$ cat src/rtl/awgn_snr_sweep_ctrl_if.sv
// Bundle between the sweep controller, the symbol source, the AWGN channel,
// the bit-error detector and the result collector.
//   master : the controller (drives src_ready, chan_*, snr_sel, rpt_*)
//   slave  : the surrounding datapath / collector
// ERR_W must match the controller's ERR_W.
interface awgn_snr_sweep_ctrl_if #(
  parameter int unsigned ERR_W = 24
);
  logic             src_valid;
  logic             src_ready;
  logic             chan_reset;
  logic             chan_read;
  logic [3:0]       snr_sel;
  logic             err_valid;
  logic             err_bit;
  logic             rpt_valid;
  logic [3:0]       rpt_snr;
  logic [ERR_W-1:0] rpt_errs;
  logic             rpt_sat;

  modport master (
    input  src_valid, err_valid, err_bit,
    output src_ready, chan_reset, chan_read, snr_sel,
           rpt_valid, rpt_snr, rpt_errs, rpt_sat
  );

  modport slave (
    output src_valid, err_valid, err_bit,
    input  src_ready, chan_reset, chan_read, snr_sel,
           rpt_valid, rpt_snr, rpt_errs, rpt_sat
  );
endinterface

$ cat src/rtl/awgn_snr_sweep_ctrl.sv
// BER sweep sequencer for the AWGN channel model. For each SNR index from
// SNR_MIN to SNR_MAX: holds the channel in reset, streams FRAME_LEN source
// symbols through it, drains FLUSH_CYC cycles, then reports the saturating
// count of detector errors seen while streaming/draining.
// Ports:
//   clk, reset : clock, synchronous active-high reset
//   start      : one-cycle pulse, starts a sweep (honoured in IDLE only)
//   abort      : returns to IDLE from any active state, no report/done
//   busy       : sweep in progress
//   done       : one-cycle pulse after the last report
//   bus        : source/channel/detector/report signals (master side)
module awgn_snr_sweep_ctrl #(
  parameter int unsigned FRAME_LEN = 320000,
  parameter int unsigned CNT_W     = 20,
  parameter int unsigned SNR_MIN   = 0,
  parameter int unsigned SNR_MAX   = 9,
  parameter int unsigned RST_CYC   = 2,
  parameter int unsigned FLUSH_CYC = 4,
  parameter int unsigned ERR_W     = 24
) (
  input  logic clk,
  input  logic reset,
  input  logic start,
  input  logic abort,
  output logic busy,
  output logic done,
  awgn_snr_sweep_ctrl_if.master bus
);

  localparam int unsigned PH_MAX = (RST_CYC > FLUSH_CYC) ? RST_CYC : FLUSH_CYC;
  localparam int unsigned PH_W   = (PH_MAX > 1) ? $clog2(PH_MAX) : 1;

  localparam logic [PH_W-1:0]  RST_LAST   = PH_W'(RST_CYC - 1);
  localparam logic [PH_W-1:0]  FLUSH_LAST = PH_W'(FLUSH_CYC - 1);
  localparam logic [CNT_W-1:0] SYM_LAST   = CNT_W'(FRAME_LEN - 1);
  localparam logic [ERR_W-1:0] ERR_MAX    = '1;
  localparam logic [3:0]       SNR_LO     = 4'(SNR_MIN);
  localparam logic [3:0]       SNR_HI     = 4'(SNR_MAX);

  typedef enum logic [2:0] {
    S_IDLE,
    S_CRST,
    S_STREAM,
    S_FLUSH,
    S_REPORT,
    S_FIN
  } state_t;

  state_t           state_q, state_d;
  logic [PH_W-1:0]  ph_q, ph_d;
  logic [CNT_W-1:0] sym_q, sym_d;
  logic [ERR_W-1:0] err_q, err_d;
  logic             sat_q, sat_d;
  logic [3:0]       snr_q, snr_d;
  logic [3:0]       rpt_snr_q, rpt_snr_d;
  logic [ERR_W-1:0] rpt_errs_q, rpt_errs_d;
  logic             rpt_sat_q, rpt_sat_d;

  logic accept;
  logic err_hit;

  always_ff @(posedge clk) begin
    if (reset) begin
      state_q    <= S_IDLE;
      ph_q       <= '0;
      sym_q      <= '0;
      err_q      <= '0;
      sat_q      <= 1'b0;
      snr_q      <= SNR_LO;
      rpt_snr_q  <= '0;
      rpt_errs_q <= '0;
      rpt_sat_q  <= 1'b0;
    end else begin
      state_q    <= state_d;
      ph_q       <= ph_d;
      sym_q      <= sym_d;
      err_q      <= err_d;
      sat_q      <= sat_d;
      snr_q      <= snr_d;
      rpt_snr_q  <= rpt_snr_d;
      rpt_errs_q <= rpt_errs_d;
      rpt_sat_q  <= rpt_sat_d;
    end
  end

  always_comb begin
    state_d    = state_q;
    ph_d       = ph_q;
    sym_d      = sym_q;
    err_d      = err_q;
    sat_d      = sat_q;
    snr_d      = snr_q;
    rpt_snr_d  = rpt_snr_q;
    rpt_errs_d = rpt_errs_q;
    rpt_sat_d  = rpt_sat_q;

    accept  = (state_q == S_STREAM) && bus.src_valid;
    err_hit = ((state_q == S_STREAM) || (state_q == S_FLUSH)) &&
              bus.err_valid && bus.err_bit;

    // Accumulate first so the last FLUSH cycle's error reaches the report.
    if (err_hit) begin
      if (err_q == ERR_MAX) begin
        sat_d = 1'b1;
      end else begin
        err_d = err_q + ERR_W'(1);
      end
    end

    unique case (state_q)
      S_IDLE: begin
        if (start) begin
          snr_d   = SNR_LO;
          ph_d    = '0;
          state_d = S_CRST;
        end
      end
      S_CRST: begin
        sym_d = '0;
        err_d = '0;
        sat_d = 1'b0;
        if (ph_q == RST_LAST) begin
          ph_d    = '0;
          state_d = S_STREAM;
        end else begin
          ph_d = ph_q + PH_W'(1);
        end
      end
      S_STREAM: begin
        if (accept) begin
          sym_d = sym_q + CNT_W'(1);
          if (sym_q == SYM_LAST) begin
            ph_d    = '0;
            state_d = S_FLUSH;
          end
        end
      end
      S_FLUSH: begin
        if (ph_q == FLUSH_LAST) begin
          rpt_snr_d  = snr_q;
          rpt_errs_d = err_d;
          rpt_sat_d  = sat_d;
          state_d    = S_REPORT;
        end else begin
          ph_d = ph_q + PH_W'(1);
        end
      end
      S_REPORT: begin
        if (snr_q == SNR_HI) begin
          state_d = S_FIN;
        end else begin
          snr_d   = snr_q + 4'd1;
          ph_d    = '0;
          state_d = S_CRST;
        end
      end
      S_FIN: begin
        snr_d   = SNR_LO;
        state_d = S_IDLE;
      end
      default: state_d = S_IDLE;
    endcase

    // Abort overrides everything, including a report load already staged above.
    if (abort && (state_q != S_IDLE)) begin
      state_d    = S_IDLE;
      ph_d       = '0;
      snr_d      = SNR_LO;
      rpt_snr_d  = rpt_snr_q;
      rpt_errs_d = rpt_errs_q;
      rpt_sat_d  = rpt_sat_q;
    end
  end

  assign busy           = (state_q != S_IDLE);
  assign done           = (state_q == S_FIN);
  assign bus.chan_reset = (state_q == S_IDLE) || (state_q == S_CRST);
  assign bus.chan_read  = accept;
  assign bus.src_ready  = accept;
  assign bus.snr_sel    = snr_q;
  assign bus.rpt_valid  = (state_q == S_REPORT);
  assign bus.rpt_snr    = rpt_snr_q;
  assign bus.rpt_errs   = rpt_errs_q;
  assign bus.rpt_sat    = rpt_sat_q;

endmodule

$ cat src/flat_wrapper.sv
// flat-port wrapper written by rule: the top's interface ports become plain ports
module awgn_snr_sweep_ctrl_flat 
#(
  parameter int unsigned FRAME_LEN = 320000,
  parameter int unsigned CNT_W     = 20,
  parameter int unsigned SNR_MIN   = 0,
  parameter int unsigned SNR_MAX   = 9,
  parameter int unsigned RST_CYC   = 2,
  parameter int unsigned FLUSH_CYC = 4,
  parameter int unsigned ERR_W     = 24
)
  (clk, reset, start, abort, busy, done, bus_src_valid, bus_err_valid, bus_err_bit, bus_src_ready, bus_chan_reset, bus_chan_read, bus_snr_sel, bus_rpt_valid, bus_rpt_snr, bus_rpt_errs, bus_rpt_sat);
  awgn_snr_sweep_ctrl_if #(.ERR_W(ERR_W)) bus_i ();
  input  logic clk;
  input  logic reset;
  input  logic start;
  input  logic abort;
  output logic busy;
  output logic done;
  input wire logic [$bits(bus_i.src_valid)-1:0] bus_src_valid;
  input wire logic [$bits(bus_i.err_valid)-1:0] bus_err_valid;
  input wire logic [$bits(bus_i.err_bit)-1:0] bus_err_bit;
  output wire logic [$bits(bus_i.src_ready)-1:0] bus_src_ready;
  output wire logic [$bits(bus_i.chan_reset)-1:0] bus_chan_reset;
  output wire logic [$bits(bus_i.chan_read)-1:0] bus_chan_read;
  output wire logic [$bits(bus_i.snr_sel)-1:0] bus_snr_sel;
  output wire logic [$bits(bus_i.rpt_valid)-1:0] bus_rpt_valid;
  output wire logic [$bits(bus_i.rpt_snr)-1:0] bus_rpt_snr;
  output wire logic [$bits(bus_i.rpt_errs)-1:0] bus_rpt_errs;
  output wire logic [$bits(bus_i.rpt_sat)-1:0] bus_rpt_sat;
  assign bus_i.src_valid = bus_src_valid;
  assign bus_i.err_valid = bus_err_valid;
  assign bus_i.err_bit = bus_err_bit;
  assign bus_src_ready = bus_i.src_ready;
  assign bus_chan_reset = bus_i.chan_reset;
  assign bus_chan_read = bus_i.chan_read;
  assign bus_snr_sel = bus_i.snr_sel;
  assign bus_rpt_valid = bus_i.rpt_valid;
  assign bus_rpt_snr = bus_i.rpt_snr;
  assign bus_rpt_errs = bus_i.rpt_errs;
  assign bus_rpt_sat = bus_i.rpt_sat;
  awgn_snr_sweep_ctrl #(.FRAME_LEN(FRAME_LEN), .CNT_W(CNT_W), .SNR_MIN(SNR_MIN), .SNR_MAX(SNR_MAX), .RST_CYC(RST_CYC), .FLUSH_CYC(FLUSH_CYC), .ERR_W(ERR_W)) u_core (.clk(clk), .reset(reset), .start(start), .abort(abort), .busy(busy), .done(done), .bus(bus_i));
endmodule
$ cat config.mk
export PLATFORM = sky130hd
export DESIGN_NAME = awgn_snr_sweep_ctrl_flat
export DESIGN_NICKNAME = d
export VERILOG_FILES = /design/src/rtl/awgn_snr_sweep_ctrl_if.sv /design/src/rtl/awgn_snr_sweep_ctrl.sv /design/src/flat_wrapper.sv
export SDC_FILE = /design/constraint.sdc
export NUM_CORES = 1
export LEC_CHECK = 0
export ABC_AREA = 1
export ABC_CLOCK_PERIOD_IN_PS = 3050
export BUFFER_PORTS_ARGS = -buffer_cell sky130_fd_sc_hd__buf_2
export CAP_MARGIN = 0
export CORE_MARGIN = 5
export CORE_UTILIZATION = 40
export CTS_BUF_LIST = sky130_fd_sc_hd__clkbuf_8
export DETAILED_ROUTE_END_ITERATION = 8
export PLACE_DENSITY = 0.57
export SYNTH_ARGS = -nofsm -noshare
export SYNTH_HDL_FRONTEND = slang
export SYNTH_SLANG_ARGS = --single-unit
export TNS_END_PERCENT = 100
$ cat constraint.sdc
create_clock -name clk -period 3.05 [get_ports clk]
set_input_delay 0.7625 -clock clk [delete_from_list [all_inputs] [get_ports clk]]
set_output_delay 0.7625 -clock clk [all_outputs]
set_load 0.05 [all_outputs]
======== Word-level counts from Yosys, hierarchy flattened ========
Cells that the tools add are included.
cells by class
  add/sub/neg operators ................... 4
  eq/ne operators ......................... 17
  mux-type cells .......................... 23
  bitwise gates (word level) .............. 1
  reductions and logical operators ........ 18
operators by type and width
  operator               number
  $mux 24                2
  $pmux 20 s2            1
  $add 24x1->24 const B  1
  $eq 24x24->1 const B   1
  $add 20x1->20 const B  1
  $eq 20x19->1 const B   1
  $mux 20                1
  $mux 3                 6
  $pmux 3 s5             1
  $mux 2                 6
  $ne 2x2->1 const B     6
  $pmux 4 s3             1
  $pmux 2 s5             1
  $mux 4                 2
  $eq 3x2->1 const B     2
  $eq 3x3->1 const B     2
  $reduce_and 3->1       2
  $reduce_and 6->1       1
  $reduce_bool 3->1      2
  $reduce_and 5->1       1
  $reduce_bool 5->1      1
  $add 4x1->4 const B    1
  $eq 4x4->1 const B     1
  $logic_and 1x1->1      4
  other kinds (12)       15
word-level totals
  flip-flop bits (word level) ............. 83
  input port bits ......................... 7
  word-level logic and storage cells ...... 72

======== Longest topological paths before layout ========
  depth after elaboration ................. 5
  depth in mapped cells ................... 12
  depth with buffers taken out ............ 12

======== Worst setup path after synthesis ========
OpenSTA, ideal clock, no wires.
  path kind ............................... register to output
  from .................................... register u_core.state_q[0]
  to ...................................... output port done
  data arrival time ....................... 1.538 ns
  slack ................................... 0.749 ns
  stages on the path, launching flop included .. 3
  buffers on the path ..................... 0
  path through ............................ dfxtp_1 > inv_1 > nor3_1
between the ends
  longest elaborated chain between the ends .. 1
ends and longest elaborated chain
  element                 line                        source
  from (decl)             awgn_snr_sweep_ctrl.sv:49   state_t state_q, state_d;
  from (signal assigned)  awgn_snr_sweep_ctrl.sv:74   state_q <= state_d;
  $eq 3x3->1              awgn_snr_sweep_ctrl.sv:176  assign done = (state_q == S_FIN);
  to (decl)               flat_wrapper.sv:19          output logic done;
Every way passes these cells.

======== Final worst setup path ========
  from .................................... register u_core.state_q[1]
  to ...................................... output port bus_src_ready
between the ends
  longest elaborated chain between the ends .. 2
ends and longest elaborated chain
  element            line                       source
  $eq 3x2->1         awgn_snr_sweep_ctrl.sv:97  accept = (state_q == S_STREAM) && bus.src_valid;
  $logic_and 1x1->1  awgn_snr_sweep_ctrl.sv:97
  to (decl)          flat_wrapper.sv:23         output wire logic [$bits(bus_i.src_ready)-1:0] bus_src_ready;
Every way passes these cells.

==> impl_results.md <==
* Vias in the first global route at between 3000 and 4000
* Power Total at 2.79 mW
* Cts hold-fix bufs at 0
* Via count at 4169
* Seq/Total Area, Yosys at between 30% and 40%
* First-pass GRT wire length at roughly 18 mm
* Antenna-violating nets left at 0
* IO Pins at 46
* Ant. Diodes at 0
* First-pass detailed-route iteration total at 5
* Routed wire length at 10.2 mm
* Starting density of the core at about two fifths
* Die footprint at ~0.013 sq mm
* Setup CP Type: register to primary output
* HPWL Detailed at 7.47 mm
* Setup crit end kind: primary output
* Slowest CP cell: dfxtp_1
* Lkg Pwr at around 2.1 nW
* CP bufs+invs at 2
* Tmin final at 2.45 ns
* Total track usage at roughly 17%
* Crit-path cells: nand2_2 -> nor2_4 -> nand2_2 -> inv_1 -> buf_2
* Placed insts at 839
* Fin util at 46.2%
* Max-Cap Viols at 0
* Largest net degree at the start of global routing at 56
* Top cells by area, synth: dfxtp_1 (38%), nand2_1 (13%), nor2_1 (10%)
* Reg2Reg Depth at 11
* CTS tree: built
* Vias per std cell at ~4.9
* Placeable Area at 0.0108 sq mm
* Routed WL per cell at ~12 um
* Grt total ovfl at 0
* Skew final at roughly 0.0074 ns
* Post-CTS setup repair buffer count at 0
* # setup viols final at 0
* Flop-to-flop setup slack at between 1 and 1.5 ns
* Yosys reg bits at between 80 and 90
* Crit-path most repeated cell: nand2_2
* Initial antenna violation count at 0
* Min-delay src: u_core.sym_q[5]$_SDFFE_PP0P_
* Warnings, synthesis at 0
* Nets at between 700 and 800
* H-tree depth at 3
* Crit-path max cell delay at about 0.52 ns
* Yosys cell types at 39
* Die height at 115 um
* Share of cells above drive strength 1 at approximately 14%
* Final Hold Fails at 0
* RR Endpoint: u_core.bus.rpt_errs[0]$_SDFFE_PP0P_
* DRT iter0 DRCs at about 210
* Tcrit/Tclk final at between 80% and 90%
* Rows at 38
* Latest clock arrival within the worst-skew pair at between 0.3 and 0.4 ns
* Final Max Slew Viols at 0
* Reg-to-Reg Start: u_core.err_q[0]$_SDFF_PP0_
* Fin Setup TNS at 0 ns
* Syn nets at between 600 and 700
* Root Driver: clkbuf_8
* Crit path required time at ~2.3 ns
* CTS clock-pin slew for the worst setup and hold paths at about 0.090 ns
* Mapped Cells at around 670
* Delay-heaviest family, CP: flip-flops
* Worst Tran Pin Value at approximately 0.55 ns
* RSZ-0062 raised after global routing: no
* Area Growth Syn to Fin at 13.4%
* Hold path cells at 2
* Status: finished, final reports clean
* Synth top area share at 37.8%
* Drc violations at 0
* FMAX at slightly above 400 MHz
* Fin cells at 855
* Port Buffer Count at 45
* Slew HR at between 60% and 70%
* Die Wd at between 100 and 150 um
* Syn avg cell area at between 6 and 7 sq um
* Cell taking the most area after synthesis: dfxtp_1
* Hold Crit Class: register to register
* Peak VDD IR at roughly 0.32 mV
* Inserted Clock Buffers at 9
* # resized after CTS at 0
* Cell area after synthesis at roughly 0.0044 sq mm
* Max clock buf depth at 2
* Clk sinks at between 80 and 90
* WHS Endpoint: u_core.sym_q[5]$_SDFFE_PP0P_
* Pwr per Cell Area at about 560 mW/mm^2
* CP Max Fanout at 10
* Startpoint Class: register
* GPL Wtd Cong at around 0.89
* Critical path arrival at approximately 1.7 ns
final cells by class:
class | count | area [sq um]
Clock inverter | 7 | 140
Inverter | 86 | 324
Tap cell | 140 | 175
Timing Repair Buffer | 51 | 270
Sequential cell | 83 | 1660
Clock buffer | 9 | 124
Multi-Input combinational cell | 479 | 2290
Fill cell | 1118 | 5810
per-layer routing:
| layer | global-route usage [%] | wire length [um] |
|---|---|---|
| met1 | 23.7 | 5240 |
| met2 | 24.5 | 4400 |
| met3 | 3.11 | 432 |
| met4 | 6.49 | 166 |
| met5 | 0 | 0 |
worst min-delay path: stages (launching register included):
cell and delay (ns):
dfxtp_1 0.33, inv_1 0.07, a21oi_1 0.05
power by group:
group,total (mW),internal [mW],switching (mW)
logic,0.570,0.151,0.418
clock network,1.04,0.625,0.412
registers,1.18,1.13,0.0564
total,2.79,1.90,0.886
through the flow:
step / worst slack (ns) / instance area [sq um] / hold WS (ns)
after global placement: 0.965 / 4720 / 0.468
after global routing: 0.472 / 4980 / 0.531
final: 0.599 / 4980 / 0.491
after detailed placement: 0.942 / 4720 / 0.475
after floorplan: 0.749 / 4390 / 0.452
after CTS: 0.557 / 4980 / 0.490
registers in the layout, indices dropped and copies added, names as in the netlist:
register,flops
u_core.sat_q,1
u_core.state_q,3
u_core.bus.snr_sel,4
u_core.bus.rpt_sat,1
u_core.err_q,24
u_core.bus.rpt_snr,4
u_core.ph_q,2
u_core.bus.rpt_errs,24
u_core.sym_q,20
cells by family after synthesis:
logic type	synth area share, %
simple gates	39.6
fa+ha+maj	1.99
xor+xnor	1.57
buf+inv	10.1
compound gates	8.89
flops	37.8
placed cells by master, fill, tap and decap left out, drive strengths merged:
cell type  instances
a211oi             2
dfxtp             83
nand4             25
xor2               4
a31oi              1
buf               51
nor3              11
nand3b             2
a21oi             41
bufinv             4
o21a               2
nor2b              1
clkbuf             9
clkinv             3
o21ai             23
and2               1
or2                7
inv               84
ha                 7
nor2             127
nand2            157
o211ai             3
clkinvlp           2
xnor2              3
nand3             61
a21o               1
cells in the mapped netlist:
cell	n
nand2_1	147
nor2_1	117
dfxtp_1	83
inv_1	80
nand3_1	59
a21oi_1	40
nand4_1	24
o21ai_0	19
nor3_1	11
nand2_2	9
buf_2	8
ha_1	7
nor2_2	7
or2_2	6
buf_4	5
inv_2	4
o21ai_1	4
buf_1	3
nor2_4	3
o211ai_1	3
xnor2_1	3
xor2_1	3
a211oi_1	2
buf_6	2
clkbuf_1	2
nand3_2	2
nand3b_1	2
o21a_1	2
a21o_1	1
a21oi_2	1
a31oi_1	1
and2_1	1
clkinv_1	1
clkinv_2	1
nand2_4	1
nand4_2	1
nor2b_1	1
or2_1	1
xor2_2	1
worst max path at each step:
stage	startpoint	to	slack, ns	depth (start not counted)
final	u_core.state_q[1]$_SDFFE_PP0P_	bus_src_ready	0.60	5
after global routing	u_core.state_q[1]$_SDFFE_PP0P_	bus_src_ready	0.47	5
after CTS	u_core.state_q[1]$_SDFFE_PP0P_	bus_src_ready	0.56	5
after detailed placement	bus_err_bit	u_core.bus.rpt_errs[10]$_SDFFE_PP0P_	0.94	11
after global placement	bus_err_bit	u_core.bus.rpt_errs[10]$_SDFFE_PP0P_	0.97	11
after floorplan	u_core.state_q[0]$_SDFFE_PP0P_	done	0.75	2
Note: power is estimated with default switching activity, not from simulation.
